===== src/rtl/req_ack_arbiter_pkg.sv =====
// Shared types and default sizing for the request/acknowledge arbiter.
package req_ack_arbiter_pkg;

   localparam int N_REQ_DEF   = 4;
   localparam int ACK_MAX_DEF = 3;

   typedef enum logic [1:0] {
      IDLE  = 2'd0,
      ISSUE = 2'd1,
      WAIT  = 2'd2
   } arb_state_e;

endpackage


===== src/rtl/req_ack_arbiter_rr_pick.sv =====
// Combinational round-robin picker: first set req bit after last_idx, wrapping.
module rr_pick #(
   parameter int N_REQ = 4
) (
   input  logic [N_REQ-1:0]         req,
   input  logic [$clog2(N_REQ)-1:0] last_idx,
   output logic                     valid,
   output logic [$clog2(N_REQ)-1:0] idx
);

   localparam int IDX_W = $clog2(N_REQ);

   logic [IDX_W-1:0] cand;

   // Walk from the farthest candidate to the nearest so the nearest one wins.
   always_comb begin
      valid = 1'b0;
      idx   = '0;
      cand  = '0;
      for (int i = N_REQ; i >= 1; i--) begin
         cand = IDX_W'((int'(last_idx) + i) % N_REQ);
         if (req[cand]) begin
            valid = 1'b1;
            idx   = cand;
         end
      end
   end

endmodule


===== src/rtl/req_ack_arbiter.sv =====
// Round-robin arbiter sharing one request/acknowledge resource among N_REQ clients.
// Define REQ_ACK_ARBITER_SVA_EN to compile in the embedded protocol assertions.
//
// state | meaning
// IDLE  | no transaction; arbitrate among pending requests
// ISSUE | grant asserted, rsc_req pulse on the resource
// WAIT  | waiting for rsc_ack, cnt_q counts cycles since the pulse
module req_ack_arbiter
   import req_ack_arbiter_pkg::*;
#(
   parameter int N_REQ   = N_REQ_DEF,
   parameter int ACK_MAX = ACK_MAX_DEF
) (
   input  logic             clk,
   input  logic             rst_n,
   input  logic [N_REQ-1:0] req,
   output logic [N_REQ-1:0] gnt,
   output logic             rsc_req,
   input  logic             rsc_ack,
   output logic [N_REQ-1:0] done,
   output logic             timeout,
   output logic             busy
);

   localparam int IDX_W = $clog2(N_REQ);
   localparam int CNT_W = $clog2(ACK_MAX + 1);
   localparam logic [CNT_W-1:0] CNT_MAX  = CNT_W'(ACK_MAX);
   localparam logic [N_REQ-1:0] ONE_HOT0 = N_REQ'(1);
   localparam logic [IDX_W-1:0] LAST_RST = IDX_W'(N_REQ - 1);

   arb_state_e       state_q, state_d;
   logic [IDX_W-1:0] idx_q, idx_d;
   logic [IDX_W-1:0] last_q, last_d;
   logic [CNT_W-1:0] cnt_q, cnt_d;
   logic [N_REQ-1:0] gnt_q, gnt_d;
   logic [N_REQ-1:0] done_q, done_d;
   logic             rsc_req_q, rsc_req_d;
   logic             timeout_q, timeout_d;
   logic             busy_q, busy_d;

   logic             pick_valid;
   logic [IDX_W-1:0] pick_idx;

   rr_pick #(
      .N_REQ (N_REQ)
   ) u_rr_pick (
      .req      (req),
      .last_idx (last_q),
      .valid    (pick_valid),
      .idx      (pick_idx)
   );

   always_comb begin
      state_d   = state_q;
      idx_d     = idx_q;
      last_d    = last_q;
      cnt_d     = cnt_q;
      gnt_d     = gnt_q;
      done_d    = '0;
      rsc_req_d = 1'b0;
      timeout_d = 1'b0;
      unique case (state_q)
         IDLE: begin
            if (pick_valid) begin
               state_d   = ISSUE;
               idx_d     = pick_idx;
               gnt_d     = ONE_HOT0 << pick_idx;
               rsc_req_d = 1'b1;
               cnt_d     = '0;
            end
         end
         ISSUE: begin
            state_d = WAIT;
            cnt_d   = CNT_W'(1);
         end
         WAIT: begin
            // Either outcome hands priority away from the requester just served.
            if (rsc_ack) begin
               state_d = IDLE;
               done_d  = ONE_HOT0 << idx_q;
               gnt_d   = '0;
               last_d  = idx_q;
               cnt_d   = '0;
            end else if (cnt_q == CNT_MAX) begin
               state_d   = IDLE;
               timeout_d = 1'b1;
               gnt_d     = '0;
               last_d    = idx_q;
               cnt_d     = '0;
            end else begin
               cnt_d = cnt_q + CNT_W'(1);
            end
         end
         default: begin
            state_d = IDLE;
            gnt_d   = '0;
            cnt_d   = '0;
         end
      endcase
      busy_d = (state_d != IDLE);
   end

   always_ff @(posedge clk or negedge rst_n) begin
      if (!rst_n) begin
         state_q   <= IDLE;
         idx_q     <= '0;
         last_q    <= LAST_RST;
         cnt_q     <= '0;
         gnt_q     <= '0;
         done_q    <= '0;
         rsc_req_q <= 1'b0;
         timeout_q <= 1'b0;
         busy_q    <= 1'b0;
      end else begin
         state_q   <= state_d;
         idx_q     <= idx_d;
         last_q    <= last_d;
         cnt_q     <= cnt_d;
         gnt_q     <= gnt_d;
         done_q    <= done_d;
         rsc_req_q <= rsc_req_d;
         timeout_q <= timeout_d;
         busy_q    <= busy_d;
      end
   end

   assign gnt     = gnt_q;
   assign done    = done_q;
   assign rsc_req = rsc_req_q;
   assign timeout = timeout_q;
   assign busy    = busy_q;

`ifdef REQ_ACK_ARBITER_SVA_EN
   

   

   

   // done_d is what done shows next cycle, so the ack sequence must end now.
   

   

   
`else
`endif

endmodule


===== config.mk =====
export PLATFORM = sky130hd
export DESIGN_NAME = req_ack_arbiter
export DESIGN_NICKNAME = d
export VERILOG_FILES = /design/src/rtl/req_ack_arbiter_pkg.sv /design/src/rtl/req_ack_arbiter_rr_pick.sv /design/src/rtl/req_ack_arbiter.sv
export SDC_FILE = /design/constraint.sdc
export NUM_CORES = 1
export LEC_CHECK = 0
export CORE_ASPECT_RATIO = 0.6
export CORE_MARGIN = 2
export CORE_UTILIZATION = 40
export CTS_BUF_LIST = sky130_fd_sc_hd__clkbuf_4
export CTS_CLUSTER_DIAMETER = 200
export DETAILED_ROUTE_END_ITERATION = 7
export GPL_TIMING_DRIVEN = 0
export PLACE_DENSITY = 0.72
export SLEW_MARGIN = 10
export SYNTH_ARGS = -nofsm -noshare
export SYNTH_HDL_FRONTEND = slang
export SYNTH_SLANG_ARGS = --single-unit

===== constraint.sdc =====
create_clock -name clk -period 1.48 [get_ports clk]
set_input_delay 0.444 -clock clk [delete_from_list [all_inputs] [get_ports clk]]
set_output_delay 0.444 -clock clk [all_outputs]
set_load 0.005 [all_outputs]

==> summary.md, run 1 <==
| Metric | Value |
|---|---|
| CP Max Fanout | `4` |
| RSZ-0062 raised after global routing | `yes` |
| Post-Layout Cell Count | `about 150` |
| Register bit total from synthesis | `19` |
| RR Startpoint | `state_q[1]$_DFF_PN0_` |
| Final #Nets | `134` |
| Via Count | `775` |
| # clock sinks | `19` |
| GPL Wtd Cong | `0.786` |
| GRT Util Overall | `0.156` |
| Arrival time at the worst endpoint | `1790 ps` |
| Htree depth | `1` |
| CTS buffer count | `3` |
| Synth warn | `0` |
| Crit-path cells | `ha_4 -> nor3b_4 -> or2_4 -> or3_4 -> o21ai_2` |
| CP endpoint kind | `flip-flop` |
| DR pass1 iterations | `4` |
| Largest net degree at the start of global routing | `20` |
| Required time worst endpoint | `~1700 ps` |
| Clk_lat worst skew | `310 ps` |
| Ports | `18` |
| Failing checks | `negative setup slack` |
| DP Cell Count | `about 140` |
| Post-route antenna net violation count | `0` |
| CTS max path bufs | `2` |
| WHS Endpoint | `done[1]$_DFF_PN0_` |
| R2r endpoint | `gnt[1]$_DFFE_PN0P_` |
| Syn nets | `103` |
| Slew margin rel. | `0.447` |
| Clk root buf | `clkbuf_4` |
| CTS tree | `done` |
| CP startpoint kind | `flip-flop` |
| Slew Viols, Final | `0` |
| Hold_sp | `idx_q[1]$_DFFE_PN0P_` |
| Mapped Cells | `91` |
| Share of the yosys chip area belonging to registers | `0.503` |
| Final period util | `1.04` |
| Hold Crit Class | `reg2reg` |
| DR iter-0 viols | `30` |
| Post-route DRC | `0` |
| Max frequency | `651 MHz` |
| GR Overflow Total | `0` |
| Synth unique cells | `29` |
| R2R Setup Slk | `-60 ps` |
| Clock Skews | `just over 3 ps` |
| Cell Pwr Density | `1670 nW/um^2` |
| Antenna diodes | `0` |
| Hold Path Cell Cnt | `1` |
| CP Class | `reg2reg` |
| Max incr delay on CP | `approximately 440 ps` |
| Chip width | `~67 microns` |
| IO Port Bufs | `17` |
| Worst-Margin Slew | `between 800 and 900 ps` |
| Utilization after layout | `0.605` |
| Detailed placement HPWL | `about 1300 microns` |
| Final setup violation count | `4` |
| CP max stage cell | `dfrtp_1` |
| Core area | `2210 sq um` |
| Routed Wire Length | `2140 microns` |
| Clk slew on worst S/H paths | `110 ps` |
| Minimum clock period | `between 1500 and 2000 ps` |
| Area Overhead vs Synth | `40.7%` |
| Max-cap violations | `0` |
| Global-route wire length before repair | `~3200 microns` |
| Die Height | `41.8 microns` |
| Worst vdd ir | `752 uV` |
| Final Hold Viols | `0` |
| Vias per cell | `just over 5` |
| Met1 Resource Use GR | `0.216` |
| Vias in the first global route | `703` |
| Reg2Reg Depth | `5` |
| GR peak layer | `met1` |
| Layout cells sized above 1 | `0.314` |
| Initial Utilization | `0.430` |
| Cell Area, Synth | `951 sq um` |
| Routing usage on met2 | `0.208` |
| Global-route track usage on met3 | `0.0650` |
| Num rows | `13` |
| Post-Syn Area per Cell | `10.4 sq um` |
| Die area | `2800 sq um` |
| WL per Instance | `14.2 microns` |
| Initial antenna violation count | `0` |
| Worst setup margin | `-56.2 ps` |
| Leak Pwr | `0.628 nW` |
| Status | `finished, violations left` |
| CTS Hold Buffers Added | `0` |
==> critical path, delay by kind of cell, from the launching register on <==
| family | cells | cell delay, ps |
|---|---|---|
| adder cells (fa/ha/maj) | 1 | 170 |
| AND/OR/NAND/NOR | 3 | 750 |
| AO/OA/AOI/OAI | 1 | 110 |
| flip-flops | 1 | 440 |
==> where the power goes <==
part	internal [mW]	switching, mW
sequential	0.698	0.136
clock	0.101	0.170
combinational	0.572	0.561
total	1.37	0.866
==> layer usage <==
metal,share of wire,vias up
met2,0.43,20
met4,0.020,0
met3,0.054,5
met1,0.50,369
li1,-,381
met5,0,-
==> state kept, by name (all words and copies together) (netlist names) <==
name     count
busy         1
gnt          4
state_q      2
idx_q        2
last_q       2
done         4
rsc_req      1
timeout      1
cnt_q        2
==> stage by stage <==
stage	power [mW]	area (sq um)	setup WS (ps)	TNS [ps]	hold WS, ps
after floorplan	1.34	965	-95.5	-191	148
after global placement	1.64	1170	-551	-6160	442
after detailed placement	1.66	1170	-562	-7300	449
after CTS	2.05	1270	-74.4	-138	464
after global routing	2.39	1340	-98.0	-308	489
final	2.24	1340	-56.2	-123	467
==> placed cells by master, fill, tap and decap left out, types with 2 or more instances in the layout <==
cell type	instances
buf_4	9
and3_2	2
nand3_1	2
clkdlybuf4s15_1	2
dlygate4sd2_1	13
dfrtp_1	17
a21oi_1	5
nor3b_1	2
clkbuf_4	3
o21ai_2	3
nor3_1	4
ha_4	4
o21ai_0	7
nor2_1	7
nand2_1	6
dfstp_2	2
inv_1	4
o21ai_1	5
nand2b_4	2
==> final cells by class <==
cell class | instances | area (sq um)
Fill cell | 189 | 875
Buffer | 1 | 11.3
Clock inverter | 1 | 5.00
Timing Repair Buffer | 26 | 224
Tap cell | 30 | 37.5
Sequential cell | 19 | 478
Multi-Input combinational cell | 66 | 541
Inverter | 5 | 18.8
Clock buffer | 3 | 22.5
==> cell usage after synthesis <==
master	number	area share
dfrtp_1	17	0.45
o21ai_0	13	0.068
nor2_1	7	0.028
nand2_1	6	0.024
a21oi_1	5	0.026
ha_1	5	0.066
inv_1	5	0.020
nor3_1	4	0.021
nor3b_1	3	0.024
a211oi_1	2	0.016
and3_2	2	0.016
dfstp_2	2	0.055
nand2b_1	2	0.013
nand3_1	2	0.011
o21ai_2	2	0.018
a211o_1	1	0.0092
a21o_2	1	0.0092
a311oi_2	1	0.016
and2_1	1	0.0066
and3b_2	1	0.011
buf_6	1	0.012
mux2_2	1	0.012
nand2b_4	1	0.014
nand4b_1	1	0.0092
nor4_2	1	0.013
or2_2	1	0.0066
or2_4	1	0.0092
or2b_1	1	0.0079
or3_4	1	0.012
==> worst max path at each step <==
| stage | from | end | slack (ps) | cells past startpoint |
|---|---|---|---|---|
| after detailed placement | req[1] | state_q[1]$_DFF_PN0_ | -560 | 6 |
| after CTS | state_q[1]$_DFF_PN0_ | gnt[1]$_DFFE_PN0P_ | -70 | 5 |
| final | state_q[1]$_DFF_PN0_ | gnt[1]$_DFFE_PN0P_ | -60 | 5 |
| after global routing | state_q[1]$_DFF_PN0_ | gnt[1]$_DFFE_PN0P_ | -100 | 5 |
| after floorplan | state_q[0]$_DFF_PN0_ | gnt[0]$_DFFE_PN0P_ | -100 | 6 |
| after global placement | req[1] | gnt[3]$_DFFE_PN0P_ | -550 | 5 |
==> timing repair <==
action / CTS / global route
pin swaps: 5 / 5
endpoints found under the hold margin: 0 / 0
resized for setup: 26 / 11
setup buffers: 6 / 3
setup endpoints to repair: 24 / 10
==> logic make-up (layout without fill, tap and decap cells) <==
group | after synthesis | in the layout | share of synthesized area
AND/OR/NAND/NOR | 35 | 35 | 0.225
AO/OA/AOI/OAI | 25 | 25 | 0.163
flip-flops | 19 | 19 | 0.503
buffers and inverters | 6 | 36 | 0.0316
adder cells (fa/ha/maj) | 5 | 5 | 0.0658
multiplexers | 1 | 1 | 0.0118
Note: power is estimated with default switching activity, not from simulation.
==> run 2, diff against run 1 <==
Settings changed: CTS_CLUSTER_DIAMETER 200 to 60, CTS_CLUSTER_SIZE from default to 10.
==> results of run 2 <==
Same layout as run 1: the final DEF is identical, and so are final timing and power.
